$ cat config.mk
export PLATFORM = sky130hd
export DESIGN_NAME = core_inst_seq_flat
export DESIGN_NICKNAME = d
export VERILOG_FILES = /design/src/rtl/core_inst_pkg.sv /design/src/rtl/core_inst_seq_if.sv /design/src/rtl/acc_addr_gen.sv /design/src/rtl/core_inst_seq.sv /design/src/flat_wrapper.sv
export SDC_FILE = /design/constraint.sdc
export NUM_CORES = 1
export LEC_CHECK = 0
export BUFFER_PORTS_ARGS = -buffer_cell sky130_fd_sc_hd__buf_2
export CORE_MARGIN = 3
export CORE_UTILIZATION = 62
export CTS_CLUSTER_SIZE = 24
export DETAILED_ROUTE_END_ITERATION = 16
export PLACE_DENSITY = 0.82
export RECOVER_POWER = 100
export SETUP_SLACK_MARGIN = 0.02
export SKIP_CTS_REPAIR_TIMING = 1
export SLEW_MARGIN = 15
export SYNTH_ARGS = -nofsm -noshare
export SYNTH_HDL_FRONTEND = slang
export SYNTH_SLANG_ARGS = --single-unit
$ cat constraint.sdc
create_clock -name clk -period 13.66 [get_ports clk]
set_clock_uncertainty 0.15 [all_clocks]
set_input_delay 2.049 -clock clk [delete_from_list [all_inputs] [get_ports clk]]
set_output_delay 2.049 -clock clk [all_outputs]
set_load 0.05 [all_outputs]
$ cat src/rtl/core_inst_pkg.sv
// Shared definitions for the core instruction sequencer: layer geometry,
// instruction-word bit positions, IDLE word and FSM state encoding.
package core_inst_pkg;

    localparam int INST_W = 34;
    localparam int ADDR_W = 11;

    localparam int COL          = 8;
    localparam int ROW          = 8;
    localparam int LEN_KIJ      = 9;
    localparam int LEN_NIJ      = 36;
    localparam int LEN_ONIJ     = 16;
    localparam int A_PAD_NI_DIM = 6;
    localparam int O_NI_DIM     = 4;
    localparam int KI_DIM       = 3;
    localparam int GAP_CYCLES   = 10;
    localparam int EXEC_CYCLES  = LEN_NIJ + ROW + COL;
    localparam logic [ADDR_W-1:0] W_BASE = 11'h400;

    localparam int KIJ_W = $clog2(LEN_KIJ);
    localparam int O_W   = $clog2(LEN_ONIJ);
    localparam int T_W   = $clog2(EXEC_CYCLES);

    localparam int B_ACC      = 33;
    localparam int B_CEN_PMEM = 32;
    localparam int B_WEN_PMEM = 31;
    localparam int B_A_PMEM   = 20;
    localparam int B_CEN_XMEM = 19;
    localparam int B_WEN_XMEM = 18;
    localparam int B_A_XMEM   = 7;
    localparam int B_OFIFO_RD = 6;
    localparam int B_IFIFO_WR = 5;
    localparam int B_IFIFO_RD = 4;
    localparam int B_L0_RD    = 3;
    localparam int B_L0_WR    = 2;
    localparam int B_EXECUTE  = 1;
    localparam int B_LOAD     = 0;

    // Both memories deselected (CEN/WEN are active-low), no datapath strobes.
    localparam logic [INST_W-1:0] IDLE_WORD = 34'h1_800C_0000;

    typedef enum logic [3:0] {
        S_IDLE, S_W_L0, S_W_LD, S_GAP, S_A_L0, S_EXEC, S_OF_RD,
        S_NEXT, S_ACC, S_ACC_T, S_ACC_G, S_FIN
    } seq_state_t;

endpackage

$ cat src/rtl/core_inst_seq_if.sv
// Controller-side bundle of the instruction sequencer: start/status handshake,
// core feedback (l0_full, ofifo_valid) and the instruction word.
interface core_inst_seq_if;
    logic                             start;
    logic                             l0_full;
    logic                             ofifo_valid;
    logic [core_inst_pkg::INST_W-1:0] inst;
    logic                             busy;
    logic                             done;
    logic                             acc_done;
`ifdef SEQ_PERF_CNT_EN
    logic [15:0]                      stall_cnt;
    logic [15:0]                      cycle_cnt;

    modport master (output start, l0_full, ofifo_valid,
                    input  inst, busy, done, acc_done, stall_cnt, cycle_cnt);
    modport slave  (input  start, l0_full, ofifo_valid,
                    output inst, busy, done, acc_done, stall_cnt, cycle_cnt);
`else
    modport master (output start, l0_full, ofifo_valid,
                    input  inst, busy, done, acc_done);
    modport slave  (input  start, l0_full, ofifo_valid,
                    output inst, busy, done, acc_done);
`endif
endinterface

$ cat src/rtl/acc_addr_gen.sv
// pmem read address for accumulation term j of output pixel o.
// Latency: combinational. Backpressure: none.
// Arithmetic wraps modulo 2^11 like every other address in the sequencer.
module acc_addr_gen
    import core_inst_pkg::*;
(
    input  logic [O_W-1:0]    o,
    input  logic [T_W-1:0]    j,
    output logic [ADDR_W-1:0] addr
);

    logic [ADDR_W-1:0] o_w;
    logic [ADDR_W-1:0] j_w;

    assign o_w  = ADDR_W'(o);
    assign j_w  = ADDR_W'(j);
    assign addr = (o_w / ADDR_W'(O_NI_DIM)) * ADDR_W'(A_PAD_NI_DIM) + o_w % ADDR_W'(O_NI_DIM)
                + (j_w / ADDR_W'(KI_DIM)) * ADDR_W'(A_PAD_NI_DIM) + j_w % ADDR_W'(KI_DIM)
                + j_w * ADDR_W'(LEN_NIJ);

endmodule

$ cat src/rtl/core_inst_seq.sv
// Per-cycle core instruction sequencer for one layer; optional SEQ_PERF_CNT_EN adds stall/cycle counters.
// Latency: registered outputs, start in cycle N gives the first instruction in N+1.
// Backpressure: l0_full holds the A_L0 beat, OF_RD waits for ofifo_valid (both sampled one cycle earlier).
module core_inst_seq
    import core_inst_pkg::*;
(
    input  logic           clk,
    input  logic           reset,
    core_inst_seq_if.slave bus
);

    seq_state_t        state, nstate;
    logic [KIJ_W-1:0]  kij, nkij;
    logic [O_W-1:0]    o, no;
    logic [T_W-1:0]    t, nt;
    logic [T_W-1:0]    beats_done;
    logic [ADDR_W-1:0] acc_addr;
    logic [INST_W-1:0] word;

    acc_addr_gen u_acc_addr_gen (.o(no), .j(nt), .addr(acc_addr));

    // state/t describe the word currently on inst; the word for (nstate, nt) is built below.
    always_comb begin
        nstate     = state;
        nkij       = kij;
        no         = o;
        nt         = t + 1'b1;
        beats_done = t + T_W'(state == S_OF_RD ? bus.inst[B_OFIFO_RD] : bus.inst[B_L0_WR]);
        case (state)
            S_IDLE: begin
                nt = '0;
                if (bus.start) begin
                    nstate = S_W_L0;
                    nkij   = '0;
                    no     = '0;
                end
            end
            S_W_L0:  if (t == T_W'(COL - 1))        begin nstate = S_W_LD;  nt = '0; end
            S_W_LD:  if (t == T_W'(COL - 1))        begin nstate = S_GAP;   nt = '0; end
            S_GAP:   if (t == T_W'(GAP_CYCLES - 1)) begin nstate = S_A_L0;  nt = '0; end
            S_A_L0: begin
                nt = beats_done;
                if (beats_done == T_W'(LEN_NIJ)) begin nstate = S_EXEC; nt = '0; end
            end
            S_EXEC:  if (t == T_W'(EXEC_CYCLES - 1)) begin nstate = S_OF_RD; nt = '0; end
            S_OF_RD: begin
                nt = beats_done;
                if (beats_done == T_W'(LEN_NIJ)) begin nstate = S_NEXT; nt = '0; end
            end
            S_NEXT: begin
                nt = '0;
                if (kij == KIJ_W'(LEN_KIJ - 1)) begin
                    nstate = S_ACC;
                    no     = '0;
                end else begin
                    nstate = S_W_L0;
                    nkij   = kij + 1'b1;
                end
            end
            S_ACC:   if (t == T_W'(LEN_KIJ - 1)) begin nstate = S_ACC_T; nt = '0; end
            S_ACC_T: begin nstate = S_ACC_G; nt = '0; end
            S_ACC_G: begin
                nt = '0;
                if (o == O_W'(LEN_ONIJ - 1)) begin
                    nstate = S_FIN;
                end else begin
                    nstate = S_ACC;
                    no     = o + 1'b1;
                end
            end
            default: begin nstate = S_IDLE; nt = '0; end
        endcase

        word = IDLE_WORD;
        case (nstate)
            S_W_L0: begin
                word[B_CEN_XMEM]             = 1'b0;
                word[B_A_XMEM +: ADDR_W]     = W_BASE + ADDR_W'(nkij) * ADDR_W'(COL) + ADDR_W'(nt);
                word[B_L0_WR]                = 1'b1;
            end
            S_W_LD: begin
                word[B_L0_RD] = 1'b1;
                word[B_LOAD]  = 1'b1;
            end
            S_A_L0: begin
                word[B_A_XMEM +: ADDR_W] = ADDR_W'(nt);
                if (!bus.l0_full) begin
                    word[B_CEN_XMEM] = 1'b0;
                    word[B_L0_WR]    = 1'b1;
                end
            end
            S_EXEC: begin
                word[B_L0_RD]   = 1'b1;
                word[B_EXECUTE] = 1'b1;
            end
            S_OF_RD: if (bus.ofifo_valid) begin
                word[B_OFIFO_RD]         = 1'b1;
                word[B_CEN_PMEM]         = 1'b0;
                word[B_WEN_PMEM]         = 1'b0;
                word[B_A_PMEM +: ADDR_W] = ADDR_W'(kij) * ADDR_W'(LEN_NIJ) + ADDR_W'(nt);
            end
            S_ACC: begin
                word[B_CEN_PMEM]         = 1'b0;
                word[B_A_PMEM +: ADDR_W] = acc_addr;
                word[B_ACC]              = (nt != '0);
            end
            S_ACC_T: word[B_ACC] = 1'b1;
            default: ;
        endcase
    end

    always_ff @(posedge clk or posedge reset) begin
        if (reset) begin
            state        <= S_IDLE;
            kij          <= '0;
            o            <= '0;
            t            <= '0;
            bus.inst     <= IDLE_WORD;
            bus.busy     <= 1'b0;
            bus.done     <= 1'b0;
            bus.acc_done <= 1'b0;
        end else begin
            state        <= nstate;
            kij          <= nkij;
            o            <= no;
            t            <= nt;
            bus.inst     <= word;
            bus.busy     <= (nstate != S_IDLE) && (nstate != S_FIN);
            bus.done     <= (nstate == S_FIN);
            bus.acc_done <= (nstate == S_ACC_G);
        end
    end

`ifdef SEQ_PERF_CNT_EN
    logic stall_now;
    assign stall_now = (nstate == S_A_L0 && bus.l0_full) || (nstate == S_OF_RD && !bus.ofifo_valid);

    always_ff @(posedge clk or posedge reset) begin
        if (reset) begin
            bus.stall_cnt <= '0;
            bus.cycle_cnt <= '0;
        end else if (state == S_IDLE && bus.start) begin
            bus.stall_cnt <= '0;
            bus.cycle_cnt <= '0;
        end else begin
            if (bus.busy && bus.cycle_cnt != 16'hFFFF) bus.cycle_cnt <= bus.cycle_cnt + 16'd1;
            if (stall_now && bus.stall_cnt != 16'hFFFF) bus.stall_cnt <= bus.stall_cnt + 16'd1;
        end
    end
`endif

endmodule
$ cat src/flat_wrapper.sv
// flat-port wrapper written by rule: the top's interface ports become plain ports
module core_inst_seq_flat import core_inst_pkg::*;
  (clk, reset, bus_start, bus_l0_full, bus_ofifo_valid, bus_inst, bus_busy, bus_done, bus_acc_done);
  core_inst_seq_if bus_i ();
  input  logic clk;
  input  logic reset;
  input wire logic [$bits(bus_i.start)-1:0] bus_start;
  input wire logic [$bits(bus_i.l0_full)-1:0] bus_l0_full;
  input wire logic [$bits(bus_i.ofifo_valid)-1:0] bus_ofifo_valid;
  output wire logic [$bits(bus_i.inst)-1:0] bus_inst;
  output wire logic [$bits(bus_i.busy)-1:0] bus_busy;
  output wire logic [$bits(bus_i.done)-1:0] bus_done;
  output wire logic [$bits(bus_i.acc_done)-1:0] bus_acc_done;
  assign bus_i.start = bus_start;
  assign bus_i.l0_full = bus_l0_full;
  assign bus_i.ofifo_valid = bus_ofifo_valid;
  assign bus_inst = bus_i.inst;
  assign bus_busy = bus_i.busy;
  assign bus_done = bus_i.done;
  assign bus_acc_done = bus_i.acc_done;
  core_inst_seq u_core (.clk(clk), .reset(reset), .bus(bus_i));
endmodule
Word-level counts from Yosys, hierarchy flattened --
Index checks and enable logic that the tools add are counted.
Word-level totals: register bits 52, logic and storage cells 99, output and inout port bits 37, bits in latches 0, memories kept 0, bits in writable memories 0, ROM bits 0, bits of input ports 5
Operators by class: equal/unequal tests 27, multiply operators 4, $lt $le $gt $ge 0, multiplexer cells 40, shift operators 0, div/mod/pow operators 2, $add $sub $neg 11, bitwise logic cells 0, reductions and logical operators 7
Operators by type and width (count):
- $mux W4 | 14
- $pmux W11 S2 | 2
- $pmux W4 S11 | 1
- $eq A4 B4 Y1 const B | 9
- $mux W6 | 5
- $pmux W6 S5 | 1
- $eq A4 B3 Y1 const B | 7
- $add A11 B11 Y11 | 2
- $mux W13 | 1
- $eq A4 B2 Y1 const B | 3
- $eq A6 B4 Y1 const B | 2
- $eq A6 B6 Y1 const B | 2
- $pmux W4 S3 | 1
- $add A10 B6 Y11 | 1
- $add A11 B6 Y11 | 1
- $add A11 B7 Y11 const A | 1
- $add A6 B11 Y11 | 1
- $div A6 B2 Y11 const B | 1
- $mod A6 B2 Y11 const B | 1
- $mul A11 B2 Y10 const B | 1
- $mul A6 B4 Y9 const B | 1
- $mux W1 | 9
- $add A4 B1 Y4 const B | 2
- $eq A4 B1 Y1 const B | 2
- 15 further kinds | 20

Logic depth before layout (Yosys ltp) --
Gate-level depths: netlist of run 1.
depth in word-level cells 12, mapped depth 48, depth with buffers taken out 47

By module --
A second synthesis of run 1 with hierarchy kept.
Second synthesis, totals: cell total of the unflattened synthesis 506, area, all modules 4835.9 sq um
By module, submodules not included:
- core_inst_seq | sequential area each 1255.0 sq um, instances 1, cells an instance 303, area each 3061.7 sq um
- acc_addr_gen | sequential area each 0.0 sq um, instances 1, cells an instance 203, area each 1774.2 sq um

Worst setup path after synthesis of run 1 --
No wires, ideal clock.
path kind reg2reg, start point reg u_core.state[2], end point reg u_core.bus.inst[30], path buffers 1, library setup time 96 ps, cell stages (with the launch flop) 48, data required time 13414 ps, data arrival time 10084 ps, path slack 3330 ps, period minus slack after synthesis 10330 ps, path through dfrtp_1 clkbuf_1 nor2b_1 nand2_1 mux2_2 ha_1 ha_1 xnor2_1 a31oi_1 nor2_1 nor3b_1 nor2_4 inv_2 ha_1 nor2b_1 nand3_1 nand2_1 o21ai_0 [... 12 more ...] ha_1 fa_1 xnor2_1 fa_1 fa_1 inv_1 ha_1 nor2b_1 o21ai_0 nand2b_1 a21oi_1 o21bai_1 a21o_1 a21oi_1 xnor2_1 xnor2_1 o31a_1 o31ai_1
On the way: word-level cells in the longest chain between the ends 12, elaborated cells between the ends (all ways) 42, those cells by class 6 x add/sub; 3 x mul; 2 x div; 13 x eq/ne; 15 x mux; 3 x reduce/logical
RTL lines:
- start: declaration | line core_inst_seq.sv:12 | seq_state_t state, nstate;
- start signal: assignment | line core_inst_seq.sv:123 | state <= nstate;
- $eq A4 B3 Y1 | line core_inst_seq.sv:28, core_inst_seq.sv:29
- $mux W1 | line core_inst_seq.sv:28 | beats_done = t + T_W'(state == S_OF_RD ? bus.inst[B_OFIFO_RD] : bus.inst[B_L0_WR]);
- $add A6 B6 Y6 | line core_inst_seq.sv:28
- $eq A6 B6 Y1 | line core_inst_seq.sv:43, core_inst_seq.sv:48
- $mux W6 | line core_inst_seq.sv:43, core_inst_seq.sv:48
- $pmux W6 S5 (*) | line core_inst_seq.sv:29 | case (state)
- via u_core.nt[5] | line core_inst_seq.sv:15 | logic [T_W-1:0] t, nt;
- $div A6 B2 Y11 | line acc_addr_gen.sv:18 | + (j_w / ADDR_W'(KI_DIM)) * ADDR_W'(A_PAD_NI_DIM) + j_w % ADDR_W'(KI_DIM)
- $mul A11 B2 Y10 | line acc_addr_gen.sv:18
- $add A6 B11 Y11 | line acc_addr_gen.sv:18
- $add A11 B11 Y11 | line acc_addr_gen.sv:18
- $add A11 B11 Y11 | line acc_addr_gen.sv:19 | + j_w * ADDR_W'(LEN_NIJ);
- $pmux W11 S2 (*) | line core_inst_seq.sv:75 | case (nstate)
- via u_core.word[30] | line core_inst_seq.sv:18 | logic [INST_W-1:0] word;
- end signal: assignment | line core_inst_seq.sv:127 | bus.inst <= word;
- end: declaration | line core_inst_seq_if.sv:23 | output inst, busy, done, acc_done);
The timed path passes the listed nets; every way through them passes the cells marked *.

Worst setup path in the final report of run 1 --
start point reg u_core.t[2], end point reg u_core.bus.inst[30]
On the way: word-level cells in the longest chain between the ends 10, elaborated cells between the ends (all ways) 33, those cells by class 6 x add/sub; 2 x mul; 2 x div; 7 x eq/ne; 16 x mux
RTL lines:
- start: declaration | line core_inst_seq.sv:15
- start signal: assignment | line core_inst_seq.sv:126 | t <= nt;
- $add A6 B6 Y6 | line core_inst_seq.sv:28
- $eq A6 B6 Y1 | line core_inst_seq.sv:43, core_inst_seq.sv:48
- $mux W6 | line core_inst_seq.sv:43, core_inst_seq.sv:48
- $pmux W6 S5 (*) | line core_inst_seq.sv:29
- via u_core.nt[5] | line core_inst_seq.sv:15
- $div A6 B2 Y11 | line acc_addr_gen.sv:18
- $mul A11 B2 Y10 | line acc_addr_gen.sv:18
- $add A6 B11 Y11 | line acc_addr_gen.sv:18
- $add A11 B11 Y11 | line acc_addr_gen.sv:18
- $add A11 B11 Y11 | line acc_addr_gen.sv:19
- $pmux W11 S2 (*) | line core_inst_seq.sv:75
- via u_core.word[30] | line core_inst_seq.sv:18
Marked as above.

==> out/qor.csv, run 1 <==
metric,value,unit
multi_input_area,3640,sq um
yosys-top-cells-area,"dfrtp_1 (22%), ha_1 (13%), fa_1 (6.1%), xnor2_1 (4.8%), inv_1 (3.6%)",
outcome,"finished, violations left",
core.rowCount,33,
violations,"max-capacitance violations, max-slew violations",
grt_busiest_layer,met2,
ys_seq_area_share,23.8,%
cts_tree,done,
yosys_warnings,0,
grt_pass1_wl,22400,um
numCtsBuffers,5,
finalSetupViolations,0,
clock-sinks,50,
path_class,flip-flop to flip-flop,
initial_utilization,64.2,%
io_pins,42,
hold_violations,0,
drv_cap,1,
relSlewSlack,-23.0,%
synth_edf_count,0,
routed-via-count,4743,
critical_path.max_stage_delay,770,ps
drt_iter0_markers,353,
grt_max_degree,51,
avgSynthCellArea,8.70,sq um
syn_area,5270,sq um
slew_violations,51,
drc_errors,0,
cpMostUsedCell,ha_1,
required,13730,ps
wl,13500,um
n_fill_cell,696,
async_flop_share,100,%
routedWlPerCell,18.4,um
path_max_fanout,16,
grtUsageMet3,3.86,%
vias_per_cell,6.45,
use_met2,48.5,%
period_needed,12010,ps
cts.path.max_buffers,2,
dp_hpwl,10600,um
hp-class,flip-flop to flip-flop,
synthMostInstantiatedCell,ha_1,
track_usage,28.2,%
crit_buf_inv,4,
areaGrowthSynthToFinish,4.39,%
layout-drive-gt1-share,6.98,%
start_kind,flip-flop,
synth_top_area_share,22.3,%
ys_ff_latch,50,
dr.pass1.iters,5,
grt_pass1_vias,4663,
end_kind,flip-flop,
place.gp.congestion,0.972,
overflow,0,
cts-root-buf,clkbuf_8,
port_buffers,36,
critPathSlowestCell,nor3_1,
core,8220,sq um
dieArea,9640,sq um
timing.final.crit_share,87.9,%
chipWidth,98.2,um
arrival,12080,ps
seq_area,1250,sq um
synthCells,606,
rsz0062_at_grt,false,
synthTopCellsByCount,"ha_1 (53), inv_1 (50), dfrtp_1 (47), nand2_1 (47), nor2_1 (38)",
grt_use_met1,35.8,%
path_delay_family,simple AND/OR/NAND/NOR gates,
clk_latency,310,ps
antenna_found_initial,0,
tns,0,ps
nets,703,
yosysUniqueCellTypes,94,
die_h,98.2,um
htreeDepth,2,
ys.flop_type,dfrtp_1,
r2r_setup_slack,1650,ps
yosys.area.top_type,dfrtp_1,
fmax,0.0833,GHz
tightestPinTransition,1840,ps
antenna_left,0,
n_antenna_cell,0,
clkTransAtPathRegs,100,ps
through the flow:
step | std cells | area [sq um] | util (%) | worst slack [ps] | hold slack (ps)
floorplan | 609 | 5280 | - | 3330 | 372
global placement | 727 | 5460 | 66.4 | 2860 | 395
detailed placement | 727 | 5460 | 66.4 | 2350 | 421
CTS | 735 | 5570 | 67.8 | 2290 | 435
global route | 735 | 5500 | 67.0 | 755 | 466
finish | 735 | 5500 | 67.0 | 1650 | 437
cell families (layout without fill, tap and decap cells):
| logic type | Yosys count | in the layout | synth area share [%] |
|---|---|---|---|
| flip-flops | 50 | 50 | 23.8 |
| adder cells (fa/ha/maj) | 69 | 69 | 18.7 |
| buffers and inverters | 79 | 100 | 6.76 |
| XOR/XNOR | 40 | 40 | 6.65 |
| other | 2 | 5 | 0.142 |
| AND/OR/NAND/NOR | 191 | 191 | 19.6 |
| AO/OA/AOI/OAI | 166 | 166 | 22.5 |
| multiplexers | 9 | 9 | 1.88 |
metal layers:
metal | up-vias | part of all wire, % | wire (um)
met5 | - | 0 | 0
met4 | 0 | 2.8 | 383
met3 | 40 | 7.2 | 966
met2 | 227 | 49 | 6630
met1 | 2274 | 41 | 5520
li1 | 2202 | - | -
worst paths after layout:
check                            start                  end  cells after the start
min in group asynchronous        reset   u_core.bus.inst[1]                      2
max in group asynchronous        reset      u_core.state[2]                      2
setup / recovery           u_core.t[2]  u_core.bus.inst[30]                     41
hold reg to reg            u_core.o[0]          u_core.o[0]                      1
hold / removal             u_core.o[0]          u_core.o[0]                      1
setup reg to reg           u_core.t[2]  u_core.bus.inst[30]                     41
sequential cells by signal (all words and copies together), names as in the netlist:
register / flops
u_core.t: 6
u_core.bus.inst: 29
u_core.bus.done: 1
u_core.bus.acc_done: 1
u_core.state: 4
u_core.o: 4
u_core.bus.busy: 1
u_core.kij: 4
cells in the final DEF, fill, tap and decap left out, drive strengths merged, types with 4 or more instances in the layout:
cell / synthesis / routed
o22ai: 10 / 10
nor4: 6 / 6
a21o: 18 / 18
o21a: 4 / 4
o31ai: 4 / 4
xor2: 11 / 11
inv: 54 / 55
clkbuf: 11 / 38
and2: 4 / 4
xnor2: 29 / 29
o21bai: 5 / 5
dfrtp: 47 / 47
buf: 13 / 4
or3: 4 / 4
and3: 4 / 4
a21oi: 35 / 35
ha: 53 / 53
o211ai: 7 / 7
nor3: 18 / 18
nand3: 24 / 24
conb: 2 / 5
mux2i: 5 / 5
nand2: 48 / 48
a211oi: 4 / 4
mux2: 4 / 4
a31o: 4 / 4
nor2b: 6 / 6
nor2: 39 / 39
fa: 16 / 16
o21ai: 29 / 29
a22oi: 5 / 5
a31oi: 4 / 4
or2: 6 / 6
nand2b: 8 / 8
nor3b: 8 / 8
cell type report:
| class | count | area share (%) |
|---|---|---|
| tap | 105 | 2.39 |
| clock buffer | 5 | 1.25 |
| clock inverter | 3 | 0.864 |
| timing repair buffer | 37 | 2.66 |
| multi-input combinational | 480 | 66.2 |
| sequential | 50 | 22.8 |
| inverter | 55 | 3.84 |
Power of run 1 is not shown: default switching activity piles up to over one toggle a cycle in this logic, so the estimate is an artifact.
==> inputs of run 2 (changes only) <==
--- a/config.mk
+++ b/config.mk
@@ -11,7 +11,7 @@
 export CTS_CLUSTER_SIZE = 24
 export DETAILED_ROUTE_END_ITERATION = 16
 export PLACE_DENSITY = 0.82
-export RECOVER_POWER = 100
+export RECOVER_POWER = 25
 export SETUP_SLACK_MARGIN = 0.02
 export SKIP_CTS_REPAIR_TIMING = 1
 export SLEW_MARGIN = 15
==> run 2 against run 1 <==
  * Largest cell class unchanged
  * Sequential share of layout area decreased by 0.25 points
  * Critical path depth increased by 5
  * The run still ends with max-capacitance violations, max-slew violations left
  * Global-route usage unchanged
  * Critical path type unchanged
==> out/qor.csv, run 2 (synthesis results as in run 1) <==
metric,value,unit
arrival,11520,ps
dr.pass1.iters,5,
rsz0062_at_grt,false,
vias_per_cell,6.47,
end_kind,flip-flop,
clock-sinks,50,
final_util,67.7,%
required,13730,ps
holdCritStartpoint,u_core.o[0],
antenna_left,0,
wl_met2,6670,um
layout_common_cells,"ha_1 (53), inv_1 (50), nand2_1 (47), dfrtp_1 (47), nor2_1 (38)",
dieArea,9640,sq um
cts.path.max_buffers,2,
clk_latency,310,ps
wl,13400,um
layout_commonest_cell,ha_1,
drv_cap,1,
routed-via-count,4757,
n_antenna_cell,0,
hold_violations,0,
timing.final.crit_share,83.8,%
areaGrowthSynthToFinish,5.55,%
nets,703,
critical_path.max_stage_delay,610,ps
startpoint,u_core.state[3],
routedWlPerCell,18.2,um
top_layer,met4,
tns,0,ps
port_buffers,36,
layout-drive-gt1-share,13.2,%
fmax,0.0874,GHz
dp_hpwl,10600,um
finalSetupViolations,0,
regMostFlops,u_core.bus.inst,
io_pins,42,
antenna_found_initial,0,
place.gp.congestion,0.972,
tightestPinTransition,1830,ps
cts_tree,done,
core.rowCount,33,
largest_reg_flops,29,
grt_pass1_wl,22400,um
clkTransAtPathRegs,100,ps
reg_top3,"u_core.bus.inst: 29 flops, u_core.t: 6 flops",
hp-class,flip-flop to flip-flop,
outcome,"finished, violations left",
regToRegStartpoint,u_core.state[3],
core,8220,sq um
cpMostUsedCell,ha_1,
overflow,0,
drc_errors,0,
period_needed,11450,ps
path_class,flip-flop to flip-flop,
chipWidth,98.2,um
grt_pass1_vias,4663,
violations,"max-capacitance violations, max-slew violations",
dr_wl_met3,967,um
start_kind,flip-flop,
numCtsBuffers,5,
htreeDepth,2,
drt_iter0_markers,376,
grt_max_degree,51,
slew_violations,51,
track_usage,28.2,%
cts-root-buf,clkbuf_8,
critPathSlowestCell,dfrtp_1,
die_h,98.2,um
path_max_fanout,14,
initial_utilization,64.2,%
relSlewSlack,-22.4,%
drt-met1-wl,5420,um
-- run 2: cell type report --
type	instances	area (sq um)
Clock buffer	5	68.8
Clock inverter	3	47.5
Inverter	55	211
Multi-Input combinational cell	480	3660
Fill cell	689	2650
Timing Repair Buffer	37	186
Tap cell	105	131
Sequential cell	50	1250
-- run 2: critical path, delay by kind of cell (launching register included) --
| family | cells | cell delay, ps |
|---|---|---|
| muxes | 2 | 500 |
| buffers and inverters | 4 | 470 |
| and+or+nand+nor | 13 | 3120 |
| xor gates and xnor gates | 5 | 760 |
| AOI/OAI and AO/OA | 12 | 2510 |
| DFF | 1 | 610 |
| adders and majority gates | 10 | 3240 |
-- run 2: per-stage QoR --
step	area, sq um	hold WS [ps]	instances	setup slack [ps]
after global placement	5460	395	727	2860
final	5560	437	735	2210
after global routing	5560	466	735	1360
after floorplan	5280	372	609	3330
after detailed placement	5460	421	727	2350
after CTS	5570	435	735	2290
-- run 2: metal layers --
metal	global-route usage, %	vias to the layer above
li1	-	2209
met1	35.8	2286
met2	48.5	227
met3	3.86	35
met4	11.6	0
met5	0	-
-- run 2: path summary, 6_finish.rpt --
kind	slack, ps	cells past startpoint	endpoint
max in group asynchronous	10130	2	u_core.state[2]
worst min-delay path	440	1	u_core.o[0]
worst max register to register	2210	46	u_core.bus.inst[30]
worst min register to register	440	1	u_core.o[0]
worst max-delay path	2210	46	u_core.bus.inst[30]
min in group asynchronous	2160	2	u_core.bus.inst[1]
Power of run 2 is left out for the same reason.
==> inputs of run 3 (changes only) <==
==> constraint.sdc (replaced) <==
create_clock -name clk -period 11.8 [get_ports clk]
set_clock_uncertainty 0.15 [all_clocks]
set_input_delay 1.77 -clock clk [delete_from_list [all_inputs] [get_ports clk]]
set_output_delay 1.77 -clock clk [all_outputs]
set_load 0.05 [all_outputs]
==> run 3 against run 2 <==
  * The run still ends with max-capacitance violations, max-slew violations left
  * Cell count is 0.68% higher
  * Critical endpoint unchanged
  * Non-clock buffer count rose by 5
  * Critical path type unchanged
  * Worst hold slack lost 1.7 ps
  * Final area rose by 0.61%
  * Largest cell class unchanged
  * Global-route usage is 0.067 points higher
  * Highest routed layer unchanged
==> out/qor.csv, run 3 (synthesis results as in run 1) <==
metric,value,unit
antenna_left,0,
overflow,0,
dr.pass1.iters,6,
relSlewSlack,-20.2,%
layout-drive-gt1-share,15.0,%
dp_hpwl,10200,um
end_kind,flip-flop,
die_h,98.2,um
r2r-end,u_core.bus.inst[30],
holdCritStartpoint,u_core.o[0],
path_class,flip-flop to flip-flop,
grt_max_degree,51,
initial_utilization,64.2,%
wl,13000,um
place.gp.congestion,0.973,
io_pins,42,
period_needed,11060,ps
drv_cap,1,
nets,708,
port_buffers,36,
areaGrowthSynthToFinish,6.20,%
finalSetupViolations,0,
drt_iter0_markers,436,
layout_common_cells,"ha_1 (53), inv_1 (50), nand2_1 (47)",
critical_path.max_stage_delay,550,ps
path_max_fanout,14,
slew_violations,51,
antenna_found_initial,0,
tightestPinTransition,1800,ps
timing.final.crit_share,93.7,%
numCtsBuffers,5,
htreeDepth,2,
critPathSlowestCell,or4_4,
tns,0,ps
fmax,0.0904,GHz
n_fill_cell,690,
regToRegStartpoint,u_core.state[3],
core,8220,sq um
layout_commonest_cell,ha_1,
min_to,u_core.o[0],
largest_reg_flops,29,
grt_pass1_vias,4657,
core.rowCount,33,
n_antenna_cell,0,
clock-sinks,50,
grt_pass1_wl,22500,um
cts.path.max_buffers,2,
reg_top3,"u_core.bus.inst: 29 flops, u_core.t: 6 flops",
r2r_setup_slack,740,ps
dieArea,9640,sq um
cpMostUsedCell,ha_1,
arrival,11110,ps
rr_worst_depth,46,
outcome,"finished, violations left",
cts-root-buf,clkbuf_8,
required,11860,ps
hold_depth,1,
start_kind,flip-flop,
chipWidth,98.2,um
clk_latency,310,ps
regMostFlops,u_core.bus.inst,
violations,"max-capacitance violations, max-slew violations",
hp-class,flip-flop to flip-flop,
clkTransAtPathRegs,100,ps
cts_tree,done,
track_usage,28.3,%
drc_errors,0,
routed-via-count,4759,
rsz0062_at_grt,false,
hold_violations,0,
vias_per_cell,6.43,
routedWlPerCell,17.6,um
==> run 3: layout make-up <==
class | instances | area [sq um] | share of cell area (%)
clock buffers | 5 | 68.8 | 1.23
clock inverters | 3 | 28.8 | 0.514
inverters | 55 | 211 | 3.78
multi-input cells | 480 | 3670 | 65.6
flip-flops and latches | 50 | 1260 | 22.5
well taps | 105 | 131 | 2.35
repair buffers | 42 | 224 | 4.00
==> run 3: worst max-delay path, delay by kind of cell, from the launching register on <==
kind | cells | cell delay (ps)
AO/OA/AOI/OAI | 12 | 2340
buffers and inverters | 4 | 460
flip-flops | 1 | 500
multiplexers | 2 | 460
adder cells (fa/ha/maj) | 10 | 3240
AND/OR/NAND/NOR | 13 | 3040
XOR/XNOR | 5 | 740
==> run 3: layer usage <==
layer | routed length, um | GRT usage, % | share of wire [%]
met5 | 0 | 0 | 0
met4 | 408 | 9.45 | 3.1
met3 | 955 | 3.07 | 7.3
met2 | 6310 | 49.1 | 48
met1 | 5360 | 36.9 | 41
==> run 3: worst max-delay path by stage <==
stage               startpoint             endpoint
3_3_place_gp   u_core.state[3]  u_core.bus.inst[30]
2_1_floorplan  u_core.state[2]  u_core.bus.inst[30]
5_1_grt        u_core.state[3]  u_core.bus.inst[30]
6_report       u_core.state[3]  u_core.bus.inst[30]
4_1_cts        u_core.state[3]  u_core.bus.inst[30]
3_5_place_dp   u_core.state[3]  u_core.bus.inst[30]
==> run 3: stage by stage <==
step           hold WS [ps]  setup WS (ps)  instance area (sq um)  util (%)  std cells
5_1_grt                 468           2.56                   5600      68.1        740
4_1_cts                 435            421                   5560      67.7        736
2_1_floorplan           372           1470                   5280         -        609
3_5_place_dp            421            502                   5460      66.5        728
3_3_place_gp            396           1010                   5460      66.5        728
6_report                435            743                   5600      68.1        740
Power of run 3 is left out for the same reason.
